**src/rtl/lif_pkg.sv**
```systemverilog
// Shared constants and helpers for the LIF neuron bank: default sizing,
// a width-aware saturating adder and the flattened-bus channel slice offset.
package lif_pkg;

    localparam int unsigned W_DEF          = 8;
    localparam int unsigned LEAK_SHIFT_DEF = 3;
    localparam int unsigned REFRAC_CYC_DEF = 4;

    // Unsigned add clamped to 2^width-1; valid for width up to 32.
    function automatic logic [31:0] sat_add(input logic [31:0] a,
                                            input logic [31:0] b,
                                            input int unsigned width);
        logic [32:0] sum;
        logic [32:0] max_val;
        sum     = {1'b0, a} + {1'b0, b};
        max_val = (33'd1 << width) - 33'd1;
        return (sum > max_val) ? max_val[31:0] : sum[31:0];
    endfunction

    function automatic int unsigned ch_lsb(input int unsigned k, input int unsigned w);
        return k * w;
    endfunction

endpackage

```
**src/rtl/lif_neuron_bank_update.sv**
```systemverilog
// Combinational single-channel LIF update: leak, saturating integrate,
// threshold compare and refractory countdown. Adaptive threshold under LIF_NB_ADAPT_EN.
module lif_update
    import lif_pkg::*;
#(
    parameter int unsigned W           = W_DEF,
    parameter int unsigned LEAK_SHIFT  = LEAK_SHIFT_DEF,
    parameter int unsigned REFRAC_CYC  = REFRAC_CYC_DEF,
    parameter int unsigned RW          = 3,
    parameter int unsigned ADAPT_INC   = 4,
    parameter int unsigned ADAPT_SHIFT = 2
) (
    input  logic [W-1:0]  v,
    input  logic [RW-1:0] rcnt,
    input  logic [W-1:0]  a,
    input  logic [W-1:0]  i_ext,
    input  logic [W-1:0]  thresh,
    output logic [W-1:0]  v_next,
    output logic [RW-1:0] rcnt_next,
    output logic [W-1:0]  a_next,
    output logic          fire
);

    logic [W-1:0] leaked;
    logic [W-1:0] vn;
    logic [W-1:0] th_eff;
    logic [W-1:0] a_decay;
    logic [W-1:0] a_bumped;

    // Leak term is never larger than v, so the subtraction cannot wrap.
    assign leaked   = v - (v >> LEAK_SHIFT);
    assign vn       = W'(sat_add(32'(leaked), 32'(i_ext), W));
    assign a_decay  = a - (a >> ADAPT_SHIFT);
    assign a_bumped = W'(sat_add(32'(a_decay), 32'(ADAPT_INC), W));

`ifdef LIF_NB_ADAPT_EN
    assign th_eff = W'(sat_add(32'(thresh), 32'(a), W));
`else
    assign th_eff = thresh;
`endif

    always_comb begin
        // NOTE: every output gets a default first so no path leaves one unassigned (no latch).
        v_next    = vn;
        rcnt_next = rcnt;
        a_next    = a_decay;
        fire      = 1'b0;
        if (rcnt != '0) begin
            v_next    = '0;
            rcnt_next = rcnt - RW'(1);
        end else if (vn >= th_eff) begin
            fire      = 1'b1;
            v_next    = '0;
            rcnt_next = RW'(REFRAC_CYC);
            a_next    = a_bumped;
        end
    end

endmodule

```
**src/rtl/lif_neuron_bank.sv**
```systemverilog
// Time-multiplexed bank of N_CH LIF neurons sharing one lif_update datapath,
// serviced round-robin. Optional adaptive threshold: define LIF_NB_ADAPT_EN.
module lif_neuron_bank
    import lif_pkg::*;
#(
    parameter int unsigned N_CH        = 4,
    parameter int unsigned W           = W_DEF,
    parameter int unsigned LEAK_SHIFT  = LEAK_SHIFT_DEF,
    parameter int unsigned REFRAC_CYC  = REFRAC_CYC_DEF,
    parameter int unsigned ADAPT_INC   = 4,
    parameter int unsigned ADAPT_SHIFT = 2,
    localparam int unsigned CW         = $clog2(N_CH)
) (
    input  logic              clk,
    input  logic              reset,
    input  logic              en,
    input  logic [N_CH*W-1:0] i_ext,
    input  logic [W-1:0]      thresh,
    output logic [N_CH-1:0]   spike,
    output logic [N_CH*W-1:0] voltage,
    output logic [CW-1:0]     ch_idx,
    output logic              frame_done
);

    // A refractory length of 0 still needs a 1-bit counter that stays at zero.
    localparam int unsigned RW = (REFRAC_CYC > 0) ? $clog2(REFRAC_CYC + 1) : 1;
    localparam logic [CW-1:0] LAST_CH = CW'(N_CH - 1);

    logic [W-1:0]  v_q    [N_CH];
    logic [RW-1:0] rcnt_q [N_CH];
    logic [W-1:0]  i_cur;
    logic [W-1:0]  a_cur;
    logic [W-1:0]  v_next;
    logic [RW-1:0] rcnt_next;
    logic [W-1:0]  a_next;
    logic          fire;

    assign i_cur = i_ext[ch_lsb(ch_idx, W) +: W];

`ifdef LIF_NB_ADAPT_EN
    logic [W-1:0] a_q [N_CH];
    assign a_cur = a_q[ch_idx];

    always_ff @(posedge clk) begin
        if (reset) begin
            for (int k = 0; k < N_CH; k++) a_q[k] <= '0;
        end else if (en) begin
            a_q[ch_idx] <= a_next;
        end
    end
`else
    logic [W-1:0] a_next_unused;
    assign a_cur         = '0;
    assign a_next_unused = a_next;
`endif

    lif_update #(
        .W          (W),
        .LEAK_SHIFT (LEAK_SHIFT),
        .REFRAC_CYC (REFRAC_CYC),
        .RW         (RW),
        .ADAPT_INC  (ADAPT_INC),
        .ADAPT_SHIFT(ADAPT_SHIFT)
    ) u_update (
        .v        (v_q[ch_idx]),
        .rcnt     (rcnt_q[ch_idx]),
        .a        (a_cur),
        .i_ext    (i_cur),
        .thresh   (thresh),
        .v_next   (v_next),
        .rcnt_next(rcnt_next),
        .a_next   (a_next),
        .fire     (fire)
    );

    always_ff @(posedge clk) begin
        if (reset) begin
            // NOTE: the state arrays are plain flops (N_CH entries), so they are reset, unlike a RAM.
            for (int k = 0; k < N_CH; k++) begin
                v_q[k]    <= '0;
                rcnt_q[k] <= '0;
            end
            ch_idx     <= '0;
            spike      <= '0;
            frame_done <= 1'b0;
        end else begin
            // NOTE: non-blocking throughout so the default clear and the indexed set resolve last-wins.
            spike      <= '0;
            frame_done <= 1'b0;
            if (en) begin
                v_q[ch_idx]    <= v_next;
                rcnt_q[ch_idx] <= rcnt_next;
                spike[ch_idx]  <= fire;
                frame_done     <= (ch_idx == LAST_CH);
                ch_idx         <= (ch_idx == LAST_CH) ? '0 : ch_idx + CW'(1);
            end
        end
    end

    for (genvar k = 0; k < N_CH; k++) begin : g_volt
        assign voltage[ch_lsb(k, W) +: W] = v_q[k];
    end

endmodule
```
**config.mk**
```make
export PLATFORM = sky130hd
export DESIGN_NAME = lif_neuron_bank
export DESIGN_NICKNAME = d
export VERILOG_FILES = /design/src/rtl/lif_pkg.sv /design/src/rtl/lif_neuron_bank_update.sv /design/src/rtl/lif_neuron_bank.sv
export SDC_FILE = /design/constraint.sdc
export NUM_CORES = 1
export LEC_CHECK = 0
export CELL_PAD_IN_SITES_DETAIL_PLACEMENT = 0
export CELL_PAD_IN_SITES_GLOBAL_PLACEMENT = 1
export CORE_ASPECT_RATIO = 1.2
export CORE_MARGIN = 2
export CORE_UTILIZATION = 36
export CTS_CLUSTER_SIZE = 12
export DETAILED_ROUTE_END_ITERATION = 7
export PLACE_DENSITY_LB_ADDON = 0.1
export SLEW_MARGIN = 10
export SYNTH_ARGS = -nofsm -noshare
export SYNTH_HDL_FRONTEND = slang
export SYNTH_SLANG_ARGS = --single-unit
```
**constraint.sdc**
```tcl
create_clock -name clk -period 4.8 [get_ports clk]
set_input_delay 0.96 -clock clk [delete_from_list [all_inputs] [get_ports clk]]
set_output_delay 0.96 -clock clk [all_outputs]
set_load 0.005 [all_outputs]
```
==> results of run 1 <==
[stage by stage]
step	worst slack [ns]	cell area [um^2]	cells	util
after floorplan	-0.0215	3430	289	-
after global placement	-0.309	4810	545	0.510
after detailed placement	-0.355	4810	545	0.510
after CTS	0.0195	5150	566	0.547
after global routing	-0.239	5530	570	0.587
final	0.0224	5530	570	0.587
[worst max path at each step]
| stage | start | endpoint | slack, ns | cells after the start |
|---|---|---|---|---|
| CTS | register | rcnt_q[0][1] | 0.02 | 20 |
| floorplan | register | rcnt_q[1][0] | -0.02 | 23 |
| global route | v_q[2][0] | v_q[2][1] | -0.24 | 23 |
| global placement | register | v_q[3][1] | -0.31 | 22 |
| finish | v_q[3][0] | v_q[2][1] | 0.02 | 23 |
| detailed placement | register | v_q[3][1] | -0.36 | 22 |
[registers in the layout, summed over array words and instances, names as in the netlist, named ones only]
register    flops
spike           4
rcnt_q         12
v_q            32
ch_idx          2
frame_done      1
[what timing repair did]
action	4_1_cts	5_1_grt
pin swaps	14	34
setup endpoints to repair	48	48
gates resized for setup	31	75
setup buffers	14	5
[tightest hold or removal path, delay by kind of cell, from the launching register on]
family | cells | cell delay [ns]
flip-flops | 1 | 0.31
buffers and inverters | 1 | 0.06
AO/OA/AOI/OAI | 1 | 0.13
multiplexers | 1 | 0.30
[cells by family after synthesis]
| logic type | count (synthesis) |
|---|---|
| xor+xnor | 9 |
| flops | 53 |
| mux | 21 |
| simple gates | 96 |
| compound gates | 39 |
| buf+inv | 41 |
| fa+ha+maj | 30 |
[synthesized netlist by cell type (2+ instances only)]
cell type	count	area, um^2
dfxtp_1	9	180
or3_1	2	12.5
xnor2_1	5	43.8
edfxtp_1	44	1320
mux4_2	10	225
inv_1	35	131
a21oi_1	11	55.1
xor2_1	4	35.0
nor2_1	43	161
nor3_1	5	25.0
a21o_1	5	37.5
a31oi_1	2	12.5
ha_1	28	350
and3_1	6	37.5
a211oi_2	3	37.5
nor3_2	4	40.0
buf_4	2	15.0
clkbuf_1	2	7.51
nand2_1	11	41.3
mux4_1	9	236
nand3_1	6	30.0
fa_1	2	40.0
nand3_2	2	20.0
a211oi_1	2	15.0
mux2i_1	2	20.0
nand2b_1	3	18.8
and4_1	2	17.5
o21ai_0	4	20.0
nor2b_1	5	31.3
[power groups by stage]
stage / registers, W / logic (W) / clock network (W)
finish: 0.000551 / 0.00156 / 0.000355
global route: 0.000555 / 0.00170 / 0.000384
detailed placement: 0.000562 / 0.00113 / 0
floorplan: 0.000555 / 0.000638 / 0
global placement: 0.000561 / 0.00112 / 0
CTS: 0.000552 / 0.00132 / 0.000362
[routing by layer]
metal	wire [um]	GRT usage
met1	3680	0.224
met2	5040	0.330
met4	65	0.0412
met3	450	0.0306
met5	0	0
[area by class of cell]
cell class	instances	area (um^2)
tap	123	154
inverter	35	131
fill	808	3890
timing repair buffer	156	1420
clock inverter	3	21.3
multi-input combinational	195	2170
clock buffer	5	125
sequential	53	1510
==> impl_metrics.yaml, run 1 <==
drt:
  viasPerCell: 4.92
  drt-wirelength-per-cell_um: 16.2
  dr.pass1.iters: 4
  ant_nets: 0
  routed_wl_um: 9240
  initialDrtViolationCount: 120
  drc: 0
  via_count: 2803
flow_run:
  maxCapViolCount: 0
die:
  pin_count: 82
  die_w_um: 93.1
  die_h_um: 111
  coreArea_mm2: 0.00942
  initial_utilization: 0.364
  die_area_mm2: 0.0103
  std_cell_rows: 39
setup_path:
  cp_slowest_stage_delay_ns: 0.50
  crit_type: "register to register"
  r2r_cells: 23
  worstPathRequired_ns: 4.94
  critPathTopFamily: "compound AO/OA/AOI/OAI gates"
  path_cells: "mux4_2 -> inv_2 -> ha_4 -> inv_2 -> fa_2 -> nand2_1 -> nand2_1 -> a21o_1 -> a211oi_2 -> xnor2_2 -> ha_4 -> buf_6 -> a21o_1 -> a22oi_2 -> a211oi_2 -> inv_1 -> ha_4 -> and4_4 -> a221oi_4 -> and3_1 -> buf_6 -> nand4_4 -> a21oi_2"
  path_buf_inv: 5
  critPathLaunchType: "register"
  r2r_end: "v_q[2][1]"
  cp_common_cell: "ha_4"
  r2r_slack_ns: 0.02
  crit_path_top_delay_cell: "mux4_2"
  r2r_start: "v_q[3][0]"
  critPathCaptureType: "register"
  cp_max_fo: 8
  worstPathArrival_ns: 4.92
logic_synthesis:
  synthMuxAreaShare: 0.141
  synth_simple_gate_area_frac: 0.147
  synth-compound-area-share: 0.0880
  synth-seq-area-share: 0.438
  syn-cell-area_mm2: 0.00343
  synthAdderAreaFrac: 0.114
  synthCells: 289
  ys_warn_count: 0
  synth_top_family_by_area: "simple AND/OR/NAND/NOR gates"
  synth_nets: 362
  synthXorXnorAreaFrac: 0.0230
  syn_area_per_cell_um2: 11.9
  ys_async_sr_fraction: 0
  synth-edff-count: 44
  ys.flop_type: "edfxtp_1"
  ys_ff_latch: 53
  ys_types: 50
global_routing:
  grt_pass1_vias: 2891
  grt_max_degree: 18
  track_usage: 0.182
  gr-total-overflow: 0
  grt_pass1_wl_um: 14500
  antenna_found_initial: 0
clock_tree:
  htree_levels: 2
  cts_made_buffers: 5
  cts_tree: "built"
  hold_buffers: 0
  cts_max_path_buffers: 2
  clkTransAtPathRegs_ns: 0.07
  ctsRootBufferMaster: "clkbuf_16"
  clock-sinks: 53
  clock_latency_ns: 0.29
power_and_ir_drop:
  p_seq_frac: 0.223
  p_per_area_mw_per_mm2: 447
  total_power_w: 0.00247
  p_int_w: 0.00152
  power_frac_clock: 0.144
  p_leak_nw: 2.20
  swShare: 0.385
  p_comb_frac: 0.633
  switchingPower_w: 0.000950
  ir_drop_uv: 208
worst_hold_path:
  min_to: "rcnt_q[3][1]"
  min_from: "rcnt_q[0][1]"
  whs_path_depth: 3
  hold_class: "register to register"
timing:
  hold_viol: 0
  slew_violations: 0
  hold_slack_ns: 0.901
  finalSetupViolations: 0
  max_freq_mhz: 209
  fin_setup_tns_ns: 0
  timing.final.crit_share: 0.995
  rsz0062_at_grt: "true"
  slew_headroom: 0.445
  fin_crit_ns: 4.78
  clock_skew_ns: 0.00473
  worst_pin_slew_ns: 0.826
cells_and_area:
  layout_common_cells: "81 x clkdlybuf4s50_1, 65 x buf_4, 44 x edfxtp_1"
  drive_gt1_frac: 0.405
  final_common_cell: "clkdlybuf4s50_1"
  fin_nets: 519
  syn2layout_area_growth_pct: 61.2
  diodes: 0
place:
  io_buffer_count: 81
  finalWeightedCongestion: 0.809
  dp_hpwl_um: 7190
status:
  status: "finished clean"
Power figures use the tool's default switching activity.
==> inputs of run 2 (changes only) <==
--- a/config.mk
+++ b/config.mk
@@ -5,6 +5,7 @@
 export SDC_FILE = /design/constraint.sdc
 export NUM_CORES = 1
 export LEC_CHECK = 0
+export CAP_MARGIN = 15
 export CELL_PAD_IN_SITES_DETAIL_PLACEMENT = 0
 export CELL_PAD_IN_SITES_GLOBAL_PLACEMENT = 1
 export CORE_ASPECT_RATIO = 1.2
@@ -13,7 +14,7 @@
 export CTS_CLUSTER_SIZE = 12
 export DETAILED_ROUTE_END_ITERATION = 7
 export PLACE_DENSITY_LB_ADDON = 0.1
-export SLEW_MARGIN = 10
+export SLEW_MARGIN = 15
 export SYNTH_ARGS = -nofsm -noshare
 export SYNTH_HDL_FRONTEND = slang
 export SYNTH_SLANG_ARGS = --single-unit
==> results of run 2 <==
Final layout, timing and power as in run 1 (identical DEF).
==> inputs of run 3 (changes only) <==
--- a/config.mk
+++ b/config.mk
@@ -5,12 +5,13 @@
 export SDC_FILE = /design/constraint.sdc
 export NUM_CORES = 1
 export LEC_CHECK = 0
+export ABC_CLOCK_PERIOD_IN_PS = 4800
 export CAP_MARGIN = 15
 export CELL_PAD_IN_SITES_DETAIL_PLACEMENT = 0
 export CELL_PAD_IN_SITES_GLOBAL_PLACEMENT = 1
-export CORE_ASPECT_RATIO = 1.2
 export CORE_MARGIN = 2
-export CORE_UTILIZATION = 36
+export CORE_UTILIZATION = 37
+export CTS_BUF_LIST = sky130_fd_sc_hd__clkbuf_4
 export CTS_CLUSTER_SIZE = 12
 export DETAILED_ROUTE_END_ITERATION = 7
 export PLACE_DENSITY_LB_ADDON = 0.1
==> impl_metrics.yaml, run 3 (synthesis results as in run 1) <==
cells_and_area:
  drive_gt1_frac: 0.366
  layout_common_cells: "81 x clkdlybuf4s50_1, 74 x buf_4, 44 x edfxtp_1"
  syn2layout_area_growth_pct: 52.7
  final_common_cell: "clkdlybuf4s50_1"
  multi_input_area_mm2: 0.00196
  diodes: 0
  fin_nets: 523
  ff_latch_area_mm2: 0.00151
  n_fill_cell: 824
  largestRegisters: "v_q x32, rcnt_q x12, spike x4"
  largest_register_ffs: 32
  regMostFlops: "v_q"
  utilization: 0.575
clock_tree:
  cts_max_path_buffers: 2
  htree_levels: 2
  ctsRootBufferMaster: "clkbuf_4"
  clock-sinks: 53
  cts_tree: "built"
  cts_made_buffers: 5
  hold_buffers: 0
  clock_latency_ns: 0.37
  clkTransAtPathRegs_ns: 0.16
timing:
  hold_slack_ns: 0.914
  finalSetupViolations: 0
  worst_pin_slew_ns: 0.747
  hold_viol: 0
  fin_crit_ns: 4.75
  slew_headroom: 0.498
  slew_violations: 0
  clock_skew_ns: 0.0160
  rsz0062_at_grt: "true"
  layout_setup_ws_ns: 0.0522
  max_freq_mhz: 211
  timing.final.crit_share: 0.989
setup_path:
  cp_max_fo: 6
  path_cells: "mux4_2 -> inv_2 -> ha_4 -> inv_2 -> fa_2 -> nand2_1 -> nand2_1 -> a21o_1 -> a211oi_2 -> xnor2_1 -> ha_2 -> a211oi_2 -> mux2i_1 -> a211oi_2 -> inv_1 -> ha_4 -> and4_4 -> a221oi_4 -> and3_4 -> a31oi_1 -> buf_4 -> nor2_1"
  cp_slowest_stage_delay_ns: 0.51
  worstPathRequired_ns: 4.95
  cp_common_cell: "a211oi_2"
  crit_path_top_delay_cell: "mux4_2"
  crit_type: "register to register"
  critPathCaptureType: "register"
  critPathLaunchType: "register"
  worstPathArrival_ns: 4.90
drt:
  drt-wirelength-per-cell_um: 16.7
  initialDrtViolationCount: 102
  drc: 0
  dr.pass1.iters: 4
  routed_wl_um: 9390
  via_count: 2828
  viasPerCell: 5.03
  ant_nets: 0
power_and_ir_drop:
  p_per_area_mw_per_mm2: 417
  ir_drop_uv: 220
  p_leak_nw: 2.15
worst_hold_path:
  hold_class: "register to register"
global_routing:
  grt_pass1_wl_um: 14800
  grt_pass1_vias: 2933
  antenna_found_initial: 0
  grt_max_degree: 17
  gr-total-overflow: 0
  track_usage: 0.193
place:
  pre_cts_slack_ns: -0.357
  finalWeightedCongestion: 0.850
  io_buffer_count: 81
  dp_hpwl_um: 7580
die:
  coreArea_mm2: 0.00911
  die_w_um: 100
  die_area_mm2: 0.0101
  die_h_um: 100
  pin_count: 82
  initial_utilization: 0.376
  std_cell_rows: 35
status:
  status: "finished clean"
flow_run:
  maxCapViolCount: 0
## run 3: what timing repair did
action / in CTS / in global routing
endpoints found under the setup margin: 48 / 44
pin swaps: 21 / 18
setup buffers: 10 / 2
gates resized for setup: 33 / 31
## run 3: power breakdown
group	internal [W]	total [W]	switching (W)
Sequential	0.000531	0.000551	0.0000195
Combinational	0.000727	0.00143	0.000700
Clock	0.0000632	0.000207	0.000144
## run 3: path summary, 6_finish.rpt
path | to | depth (start not counted) | startpoint | slack, ns
min | register | 3 | ch_idx[0] | 0.91
min reg2reg | register | 3 | ch_idx[0] | 0.91
max reg2reg | rcnt_q[2][0] | 22 | register | 0.05
max | rcnt_q[2][0] | 22 | register | 0.05
## run 3: routing by layer
layer / part of all wire / track usage
met5: 0 / 0
met1: 0.41 / 0.239
met3: 0.053 / 0.0237
met4: 0.0091 / 0.0453
met2: 0.53 / 0.356
## run 3: critical path, delay by kind of cell (launching register included)
kind	cells	cell delay [ns]
AO/OA/AOI/OAI	6	1.18
adder cells (fa/ha/maj)	4	1.11
multiplexers	2	0.64
AND/OR/NAND/NOR	5	0.61
flip-flops	1	0.43
buffers and inverters	4	0.39
XOR/XNOR	1	0.15
## run 3: final cells by class
cell class,count,area share
multi-input combinational,195,0.374
sequential,53,0.288
timing repair buffer,160,0.275
tap,111,0.0265
inverter,35,0.0251
clock buffer,6,0.00860
clock inverter,2,0.00287
## run 3: stage by stage
stage	power, W	cell area, um^2	instances	TNS (ns)
after floorplan	0.00119	3430	289	-0.129
after CTS	0.00208	5110	561	-0.0509
after global placement	0.00170	4880	543	-7.37
after detailed placement	0.00171	4880	543	-12.11
after global routing	0.00234	5240	562	-5.67
final	0.00219	5240	562	0
